### src/rtl/evt_counter_pkg.sv
// Shared types and defaults for the multi-channel event counter and its readout consumers.
package evt_counter_pkg;

    typedef enum logic {
        CNT_WRAP = 1'b0,
        CNT_SAT  = 1'b1
    } count_mode_e;

    typedef enum logic {
        TRIG_LEVEL = 1'b0,
        TRIG_EDGE  = 1'b1
    } trig_mode_e;

    localparam int unsigned DEF_NUM_CH    = 4;
    localparam int unsigned DEF_WIDTH     = 27;
    localparam int unsigned DEF_MAX_COUNT = 100_000_000;

    // True when a counter of w bits can hold every value 0..max_count-1.
    function automatic bit width_fits(input int unsigned w, input longint unsigned max_count);
        if (w >= 64) begin
            return 1'b1;
        end
        return ((64'd1 << w) >= max_count);
    endfunction

    function automatic count_mode_e to_count_mode(input int unsigned saturate);
        return (saturate != 0) ? CNT_SAT : CNT_WRAP;
    endfunction

    function automatic trig_mode_e to_trig_mode(input int unsigned edge_mode);
        return (edge_mode != 0) ? TRIG_EDGE : TRIG_LEVEL;
    endfunction

endpackage

### src/rtl/evt_counter_ch.sv
// One counter channel: optional rising-edge qualification, modulo/saturating count,
// terminal-count pulse and sticky overflow.
module evt_counter_ch
    import evt_counter_pkg::*;
#(
    parameter int unsigned WIDTH     = DEF_WIDTH,
    parameter int unsigned MAX_COUNT = DEF_MAX_COUNT,
    parameter count_mode_e CNT_MODE  = CNT_WRAP,
    parameter trig_mode_e  TRIG_MODE = TRIG_LEVEL
) (
    input  logic             clk_in,
    input  logic             rst_n_in,
    input  logic             en_in,
    input  logic             evt_in,
    input  logic             clr_in,
    output logic [WIDTH-1:0] count_out,
    output logic             tc_out,
    output logic             ovf_out
);

    localparam logic [WIDTH-1:0] LP_LAST = WIDTH'(MAX_COUNT - 1);

    logic             r_evt_d;
    logic [WIDTH-1:0] r_count;
    logic             r_tc;
    logic             r_ovf;

    logic             w_qual;
    logic             w_inc;
    logic             w_at_last;
    logic [WIDTH-1:0] w_count_p1;

    always_comb begin
        w_qual = (TRIG_MODE == TRIG_EDGE) ? (evt_in & ~r_evt_d) : evt_in;
    end

    assign w_inc      = en_in & w_qual;
    assign w_at_last  = (r_count == LP_LAST);
    assign w_count_p1 = r_count + WIDTH'(1);

    // Edge history tracks evt_in every cycle so edges seen while disabled or cleared are consumed.
    always_ff @(posedge clk_in or negedge rst_n_in) begin
        if (!rst_n_in) begin
            r_evt_d <= 1'b0;
            r_count <= '0;
            r_tc    <= 1'b0;
            r_ovf   <= 1'b0;
        end else begin
            r_evt_d <= evt_in;
            r_tc    <= 1'b0;
            if (clr_in) begin
                r_count <= '0;
                r_ovf   <= 1'b0;
            end else if (w_inc) begin
                if (w_at_last) begin
                    r_ovf <= 1'b1;
                    if (CNT_MODE == CNT_WRAP) begin
                        r_count <= '0;
                        r_tc    <= 1'b1;
                    end
                end else begin
                    r_count <= w_count_p1;
                    if ((CNT_MODE == CNT_SAT) && (w_count_p1 == LP_LAST)) begin
                        r_tc <= 1'b1;
                    end
                end
            end
        end
    end

    assign count_out = r_count;
    assign tc_out    = r_tc;
    assign ovf_out   = r_ovf;

endmodule

### src/rtl/multi_evt_counter.sv
// N-channel event counter with global enable and coherent all-channel snapshot;
// per-channel counting lives in evt_counter_ch.
module multi_evt_counter
    import evt_counter_pkg::*;
#(
    parameter int unsigned NUM_CH    = DEF_NUM_CH,
    parameter int unsigned WIDTH     = DEF_WIDTH,
    parameter int unsigned MAX_COUNT = DEF_MAX_COUNT,
    parameter int unsigned SATURATE  = 0,
    parameter int unsigned EDGE_MODE = 0
) (
    input  logic                         clk_in,
    input  logic                         rst_n_in,
    input  logic                         en_in,
    input  logic [NUM_CH-1:0]            evt_in,
    input  logic [NUM_CH-1:0]            clr_in,
    input  logic                         snap_in,
    output logic [NUM_CH-1:0][WIDTH-1:0] count_out,
    output logic [NUM_CH-1:0][WIDTH-1:0] snap_out,
    output logic                         snap_valid_out,
    output logic [NUM_CH-1:0]            tc_out,
    output logic [NUM_CH-1:0]            ovf_out
);

    localparam count_mode_e LP_CNT_MODE  = to_count_mode(SATURATE);
    localparam trig_mode_e  LP_TRIG_MODE = to_trig_mode(EDGE_MODE);

    if (!width_fits(WIDTH, longint'(MAX_COUNT))) begin : g_bad_width
        $error("multi_evt_counter: WIDTH too small to hold MAX_COUNT-1");
    end
    if (MAX_COUNT < 2) begin : g_bad_max
        $error("multi_evt_counter: MAX_COUNT must be at least 2");
    end
    if (NUM_CH < 1) begin : g_bad_ch
        $error("multi_evt_counter: NUM_CH must be at least 1");
    end

    logic [NUM_CH-1:0][WIDTH-1:0] w_count;
    logic [NUM_CH-1:0]            w_tc;
    logic [NUM_CH-1:0]            w_ovf;

    logic [NUM_CH-1:0][WIDTH-1:0] r_snap;
    logic                         r_snap_valid;

    for (genvar g = 0; g < NUM_CH; g++) begin : g_ch
        evt_counter_ch #(
            .WIDTH     (WIDTH),
            .MAX_COUNT (MAX_COUNT),
            .CNT_MODE  (LP_CNT_MODE),
            .TRIG_MODE (LP_TRIG_MODE)
        ) u_ch (
            .clk_in    (clk_in),
            .rst_n_in  (rst_n_in),
            .en_in     (en_in),
            .evt_in    (evt_in[g]),
            .clr_in    (clr_in[g]),
            .count_out (w_count[g]),
            .tc_out    (w_tc[g]),
            .ovf_out   (w_ovf[g])
        );
    end

    // Capture from the registered counts, so the snapshot holds pre-increment/pre-clear values.
    always_ff @(posedge clk_in or negedge rst_n_in) begin
        if (!rst_n_in) begin
            r_snap       <= '0;
            r_snap_valid <= 1'b0;
        end else begin
            r_snap_valid <= snap_in;
            if (snap_in) begin
                r_snap <= w_count;
            end
        end
    end

    assign count_out      = w_count;
    assign snap_out       = r_snap;
    assign snap_valid_out = r_snap_valid;
    assign tc_out         = w_tc;
    assign ovf_out        = w_ovf;

endmodule

### config.mk
export PLATFORM = sky130hd
export DESIGN_NAME = multi_evt_counter
export DESIGN_NICKNAME = d
export VERILOG_FILES = /design/src/rtl/evt_counter_pkg.sv /design/src/rtl/evt_counter_ch.sv /design/src/rtl/multi_evt_counter.sv
export SDC_FILE = /design/constraint.sdc
export NUM_CORES = 1
export LEC_CHECK = 0
export ABC_AREA = 1
export BUFFER_PORTS_ARGS = -buffer_cell sky130_fd_sc_hd__buf_2
export CAP_MARGIN = 10
export CORE_UTILIZATION = 33
export DETAILED_ROUTE_END_ITERATION = 6
export PLACE_DENSITY = 0.56
export SYNTH_ARGS = -nofsm -noshare
export SYNTH_HDL_FRONTEND = slang
export SYNTH_SLANG_ARGS = --single-unit
### constraint.sdc
create_clock -name clk_in -period 1.6 [get_ports clk_in]
set_clock_uncertainty 0.05 [all_clocks]
set_input_delay 0.16 -clock clk_in [delete_from_list [all_inputs] [get_ports clk_in]]
set_output_delay 0.16 -clock clk_in [all_outputs]
set_load 0.02 [all_outputs]
==> results of run 1 <==
cells by family after synthesis:
group / Yosys count / share of synthesized area (%)
AOI/OAI and AO/OA: 111 / 5.02
xor gates and xnor gates: 24 / 1.87
adders and majority gates: 4 / 0.445
buffers and inverters: 194 / 7.32
DFF: 225 / 50.0
muxes: 32 / 3.20
and+or+nand+nor: 847 / 32.1
flip-flops by register name, indices dropped and copies added (netlist names):
signal,flops
g_ch.u_ch.ovf_out,4
g_ch.u_ch.tc_out,4
snap_out,108
snap_valid_out,1
g_ch.u_ch.count_out,108
metrics by stage:
step,setup slack (ps),power (mW)
6_report,11.2,12.7
3_3_place_gp,-36.4,7.12
3_5_place_dp,-64.7,7.13
5_1_grt,-75.6,13.2
2_1_floorplan,-2.01,6.57
4_1_cts,0.179,12.9
what timing repair did:
| action | in CTS | in global routing |
|---|---|---|
| hold buffers | 6 | 0 |
| gates resized for setup | 12 | 161 |
| gates cloned | 0 | 3 |
| buffers inserted | 2 | 10 |
| endpoints found under the setup margin | 47 | 109 |
| pin swaps | 1 | 48 |
| hold endpoints to repair | 220 | 0 |
synth_stat cells, drive strengths merged:
cell type  number
nand4          28
nand2         353
buf            30
a21o            1
nand3b          6
a21oi          94
o21bai          1
ha              4
mux2           32
a31oi           1
nor2          333
clkinv          1
dfrtp         225
xnor2           5
and2            1
o21ai          14
inv           154
nor4            1
xor2           19
clkbuf          9
or2             1
nor3           35
nand3          89
per-layer routing:
metal	part of all wire [%]	vias up	track usage, %	routed length (um)
li1	-	5440	-	-
met5	0	-	0	0
met2	47	271	32.0	16700
met1	45	5188	25.7	15600
met3	5.7	56	3.95	2010
met4	2.2	0	4.95	775
power groups by stage:
stage	combinational, mW	sequential [mW]	clock (mW)
5_1_grt	1.26	5.96	6.02
3_3_place_gp	1.09	6.03	0
6_report	1.16	5.94	5.64
4_1_cts	1.12	5.94	5.80
2_1_floorplan	0.335	6.23	0
3_5_place_dp	1.10	6.04	0
layout by cell type, fill, tap and decap left out, drive strengths merged:
cell type,instances
mux2,32
o21ai,14
or2,1
xor2,19
nand3,89
clkbuf,42
o21bai,1
nor2,333
nor3,35
a21o,1
nand4,28
a21oi,94
inv,153
a31oi,1
and2,1
ha,4
clkinv,6
dlygate4sd3,6
nand2,354
dfrtp,225
buf,445
nand3b,6
xnor2,5
nor4,1
layout make-up:
class | count | area (um2) | area share, %
Sequential cell | 225 | 5650 | 35.4
Multi-Input combinational cell | 1019 | 5290 | 33.2
Timing Repair Buffer | 452 | 3070 | 19.2
Clock buffer | 41 | 768 | 4.82
Inverter | 155 | 587 | 3.68
Tap cell | 448 | 561 | 3.52
Clock inverter | 3 | 15.0 | 0.0942
Timing Repair inverter | 1 | 5.00 | 0.0314
critical path, stage by stage (launching register included):
cell and delay [ps]:
dfrtp_2 400, ha_4 150, nand2_2 60, nor2_4 180, nand2_4 100, nor2_4 140, nand3_4 100, nand2_4 120
buf_6 130, a21oi_1 40
path summary, 6_finish.rpt:
check	depth (start not counted)	to	startpoint	slack (ps)
max in group asynchronous	3	snap_out[95]	rst_n_in	690
worst max-delay path	9	g_ch[3].u_ch.count_out[4]	g_ch[3].u_ch.count_out[1]	10
worst min-delay path	6	g_ch[2].u_ch.tc_out	evt_in[2]	90
worst max register to register	9	g_ch[3].u_ch.count_out[4]	g_ch[3].u_ch.count_out[1]	10
min in group asynchronous	2	g_ch[0].u_ch.count_out[14]	rst_n_in	110
worst min register to register	2	g_ch[2].u_ch.ovf_out	g_ch[2].u_ch.ovf_out	430
==> reports/results.ini, run 1 <==
[drt]
firstDrtPassIters = 5
postRouteAntennaNets = 0
drc = 0
wl_per_cell_um = 15.0
drt-vias-per-instance = 4.67
dr_total_vias = 10955
wl_um = 35100
drtIter0Drc = 589

[run]
maxCapViolCount = 0

[logic_synthesis]
synth_area_leaders = dfrtp_1, nand2_1, nor2_1
yosys.area.top_type = dfrtp_1
synth_top_area_share_pct = 50.0
synthCells = 1437
synth_warnings = 0
ys_types = 35
synth_seq_area_share_pct = 50.0
synth.net_count = 1453
synth_area_per_cell_um2 = 7.83
netlist_area_um2 = 11300
ys_ff_latch = 225

[timing]
finalSetupTns_ps = 0
hold_ws_ps = 92.2
hold_viol_final = 0
rsz0062_at_grt = yes
finalCritPeriodShare_pct = 99.3
slew_viol_final = 0
fmax_ghz = 0.629
slew_headroom_pct = 62.7
tightest_slew_ps = 560
period_needed_ps = 1590
setup_viol = 0

[placement]
numPortBuffers = 236
post-place-cells = 2279
placed_area_um2 = 14400
gp_congestion = 0.893
dp_hpwl_um = 26000

[power_and_ir_drop]
p_clk_share_pct = 44.3
p_sw_share_pct = 25.4
comb_power_share_pct = 9.1
power_density_nw_per_um2 = 799
p_int_mw = 9.51
p_seq_share_pct = 46.6
peakVddDrop_uv = 674
p_sw_mw = 3.23
leakagePower_nw = 7.98

[worst_setup_path]
crit_type = reg -> reg
cp_data_arrival_time_ps = 1960
path_max_fanout = 5
required_ps = 1970
cp-end-kind = flop
startpoint_type = flop

[layout]
fin_cells = 2344
n_fill_cell = 3407
fin_nets = 1897
drive_above_1_share_pct = 35.9
syn2layout_area_growth_pct = 41.6
finalCoreUtilization_pct = 47.5
antenna_cells = 0
design_area_um2 = 15900

[grt]
antenna_found_initial = 0
grt_pass1_vias = 10557
grt_usage_pct = 19.3
grt_max_degree = 61
grt_pass1_wl_um = 54900
overflow = 0

[floorplanning]
io_pins = 237
start_util_pct = 33.6
die_area_um2 = 34900
coreArea_um2 = 33500
std_cell_rows = 67
die_x_um = 187
chipHeight_um = 187

[clock_network]
clk_latency_ps = 530
numCtsBuffers = 27
cts_tree = built
cts.sinks = 225
cts-root-buf = clkbuf_16
htreeDepth = 1
clkTransAtPathRegs_ps = 60
cts_buffer_depth = 3

[outcome]
status = completed

[worst_hold_path]
hp-class = in -> reg

No activity file was read; power rests on OpenSTA's default activity.
==> run 2, diff against run 1 <==
--- a/config.mk
+++ b/config.mk
@@ -5,11 +5,11 @@
 export SDC_FILE = /design/constraint.sdc
 export NUM_CORES = 1
 export LEC_CHECK = 0
-export ABC_AREA = 1
-export BUFFER_PORTS_ARGS = -buffer_cell sky130_fd_sc_hd__buf_2
+export BUFFER_PORTS_ARGS = -buffer_cell sky130_fd_sc_hd__buf_4
 export CAP_MARGIN = 10
 export CORE_UTILIZATION = 33
 export DETAILED_ROUTE_END_ITERATION = 6
+export HOLD_SLACK_MARGIN = 0.05
 export PLACE_DENSITY = 0.56
 export SYNTH_ARGS = -nofsm -noshare
 export SYNTH_HDL_FRONTEND = slang
==> run 2 against run 1 <==
Against the previous run: the run now ends with setup timing left; core utilization rose by 4.2 points; clock power increased by 3.9%; sequential cell count stayed put; cell area decreased by 0.97%; global-route usage fell by 0.97 points; sequential share of layout area is 0.50 points higher; wire length decreased by 17%; critical path depth fell by 3; via count down 21%; worst setup slack worse by 550 ps; highest routed layer unchanged.
==> reports/results.ini, run 2 <==
[outcome]
status = finished with violations
violations = setup timing

[floorplanning]
die_x_um = 178  ; -4.7%
start_util_pct = 33.5  ; -0.065 points
std_cell_rows = 64  ; -4.5%
chipHeight_um = 178  ; -4.7%
io_pins = 237  ; unchanged
coreArea_um2 = 30500  ; -9.0%
die_area_um2 = 31700  ; -9.1%

[power_and_ir_drop]
peakVddDrop_uv = 735  ; +9.0%
power_density_nw_per_um2 = 777  ; -2.8%
leakagePower_nw = 7.61  ; -4.7%
power.total_mw = 12.3  ; -3.7%

[grt]
grt_pass1_vias = 8667  ; -18%
grt_usage_pct = 18.4  ; -0.97 points
overflow = 0  ; unchanged
grt_pass1_wl_um = 46800  ; -15%
antenna_found_initial = 0  ; unchanged
grt_max_degree = 59  ; -3.3%

[logic_synthesis]
synth_top_area_share_pct = 55.1  ; +5.1 points
ys_top_cells_by_count = dfrtp_1, nor2_1, mux2_2, xor2_1, nand2_1
ys_types = 53  ; +51%
synthArstFlopShare_pct = 100  ; unchanged
ys_ff_latch = 225  ; unchanged
yosys.area.top_type = dfrtp_1
synth_area_leaders = dfrtp_1, mux2_2, xor2_1
yosysMostFrequentCell = dfrtp_1
netlist_area_um2 = 10200  ; -9.2%
synth_ff_type = dfrtp_1
synth.net_count = 925  ; -36%
synthCells = 909  ; -37%
synth_area_per_cell_um2 = 11.2  ; +44%
synth-edff-count = 0  ; unchanged
synth_seq_area_share_pct = 55.1  ; +5.1 points
synth_warnings = 0  ; unchanged

[worst_setup_path]
cp_data_arrival_time_ps = 2500  ; +540 ps
crit_type = reg -> reg
startpoint_type = flop
required_ps = 1960  ; about the same
path_max_fanout = 8  ; +3
cp-end-kind = flop

[layout]
drive_above_1_share_pct = 55.0  ; +19 points
antenna_cells = 0  ; unchanged
final_common_cell = buf_4
syn2layout_area_growth_pct = 54.4
fin_nets = 1377  ; -27%
layout_common_cells = buf_4, dfrtp_1, mux2_2

[timing]
setup_viol = 105  ; +105
worst_slack_ps = -542  ; -553 ps
slew_headroom_pct = 57.7  ; -5.0 points
fmax_ghz = 0.467  ; -26%
slew_viol_final = 0  ; unchanged
finalSetupTns_ps = -29450  ; -29450 ps
hold_viol_final = 0  ; unchanged
tightest_slew_ps = 635  ; +75.3 ps
rsz0062_at_grt = yes
period_needed_ps = 2140  ; +553 ps
finalCritPeriodShare_pct = 134  ; +35 points

[clock_network]
clk_latency_ps = 530  ; about the same
clkTransAtPathRegs_ps = 60  ; about the same
htreeDepth = 1  ; unchanged
cts_buffer_depth = 3  ; unchanged
cts.sinks = 225  ; unchanged
cts-root-buf = clkbuf_16
numCtsBuffers = 27  ; unchanged
cts_tree = built

[drt]
postRouteAntennaNets = 0  ; unchanged
drt-vias-per-instance = 4.87  ; +4.2%
drc = 0  ; unchanged
dr_total_vias = 8645  ; -21%
drtIter0Drc = 276  ; -53%
firstDrtPassIters = 4  ; -1
wl_um = 28900  ; -17%
wl_per_cell_um = 16.3  ; +9.0%

[placement]
gp_congestion = 0.821  ; -8.0%
dp_hpwl_um = 20000  ; -23%
numPortBuffers = 236  ; unchanged

[worst_hold_path]
hp-class = in -> reg

[run]
maxCapViolCount = 0  ; unchanged

## run 2: cell types whose count changed after synthesis, sizes merged, moves of 17 or more
cell	previous run	this run
xor2	19	56
nor4	1	29
mux2	32	108
inv	154	17
xnor2	5	29
and3	0	20
nand3	89	51
nor2	333	113
nor3	35	14
nand2	353	52
clkbuf	9	26
a21oi	94	29
## run 2: repair_timing
item	in CTS	in global routing
endpoints found under the setup margin	107	111
buffers inserted	17	8
pin swaps	43	34
gates resized for setup	77	72
hold buffers	10	0
cloned	5	0
endpoints found under the hold margin	260	0
## run 2: stage by stage
| step | setup slack [ps] | area [um2] | hold WS (ps) | utilization (%) | instances |
|---|---|---|---|---|---|
| after detailed placement | -542 | 14000 | 5.82 | 45.9 | 1695 |
| after global routing | -605 | 15800 | 108 | 51.7 | 1775 |
| after floorplan | -586 | 10400 | -186 | - | 909 |
| final | -542 | 15800 | 71.7 | 51.7 | 1775 |
| after CTS | -550 | 15600 | 63.5 | 51.0 | 1774 |
| after global placement | -546 | 14000 | 8.37 | 45.9 | 1695 |
## run 2: per-layer routing
layer	vias up	routed length (um)	track usage [%]
li1	4109	-	-
met1	4322	13100	24.8
met2	187	14000	30.8
met3	27	1380	3.24
met4	0	449	3.63
met5	-	0	0
## run 2: final timing paths
| check | startpoint | to | slack [ps] | depth (start not counted) |
|---|---|---|---|---|
| setup / recovery | g_ch[1].u_ch.count_out[25] | g_ch[1].u_ch.count_out[14] | -540 | 6 |
| hold / removal | en_in | g_ch[0].u_ch.count_out[2] | 70 | 4 |
| setup reg to reg | g_ch[1].u_ch.count_out[25] | g_ch[1].u_ch.count_out[14] | -540 | 6 |
| hold reg to reg | snap_out[61] | snap_out[61] | 450 | 1 |
| max in group asynchronous | rst_n_in | g_ch[3].u_ch.count_out[8] | 950 | 3 |
| min in group asynchronous | rst_n_in | snap_out[74] | 190 | 3 |
## run 2: cell families after synthesis
kind of cell	count (synthesis)	share of synthesized area (%)
simple gates	377	19.3
xor+xnor	85	7.28
fa+ha+maj	4	0.490
buf+inv	59	2.88
flops	225	55.1
mux	108	11.9
compound gates	51	3.10
## run 2: cell type report
type	instances	area (um2)
Clock buffer	41	798
Clock inverter	6	55.1
Fill cell	2725	14700
Inverter	17	63.8
Multi-Input combinational cell	625	4920
Sequential cell	225	5670
Tap cell	396	495
Timing Repair Buffer	465	3780
## run 2: critical path, cell delays in order, from the launching register on
cell      delay (ps)
dfrtp_2          400
or4_4            530
nand2b_4         150
or4_4            440
o21bai_4         250
buf_12           170
nor2_1            40
## run 2: power breakdown
part	total, mW	internal [mW]	switching, mW
clock	5.86	3.56	2.30
combinational	0.673	0.267	0.406
sequential	5.73	5.72	0.0147
total	12.3	9.54	2.72
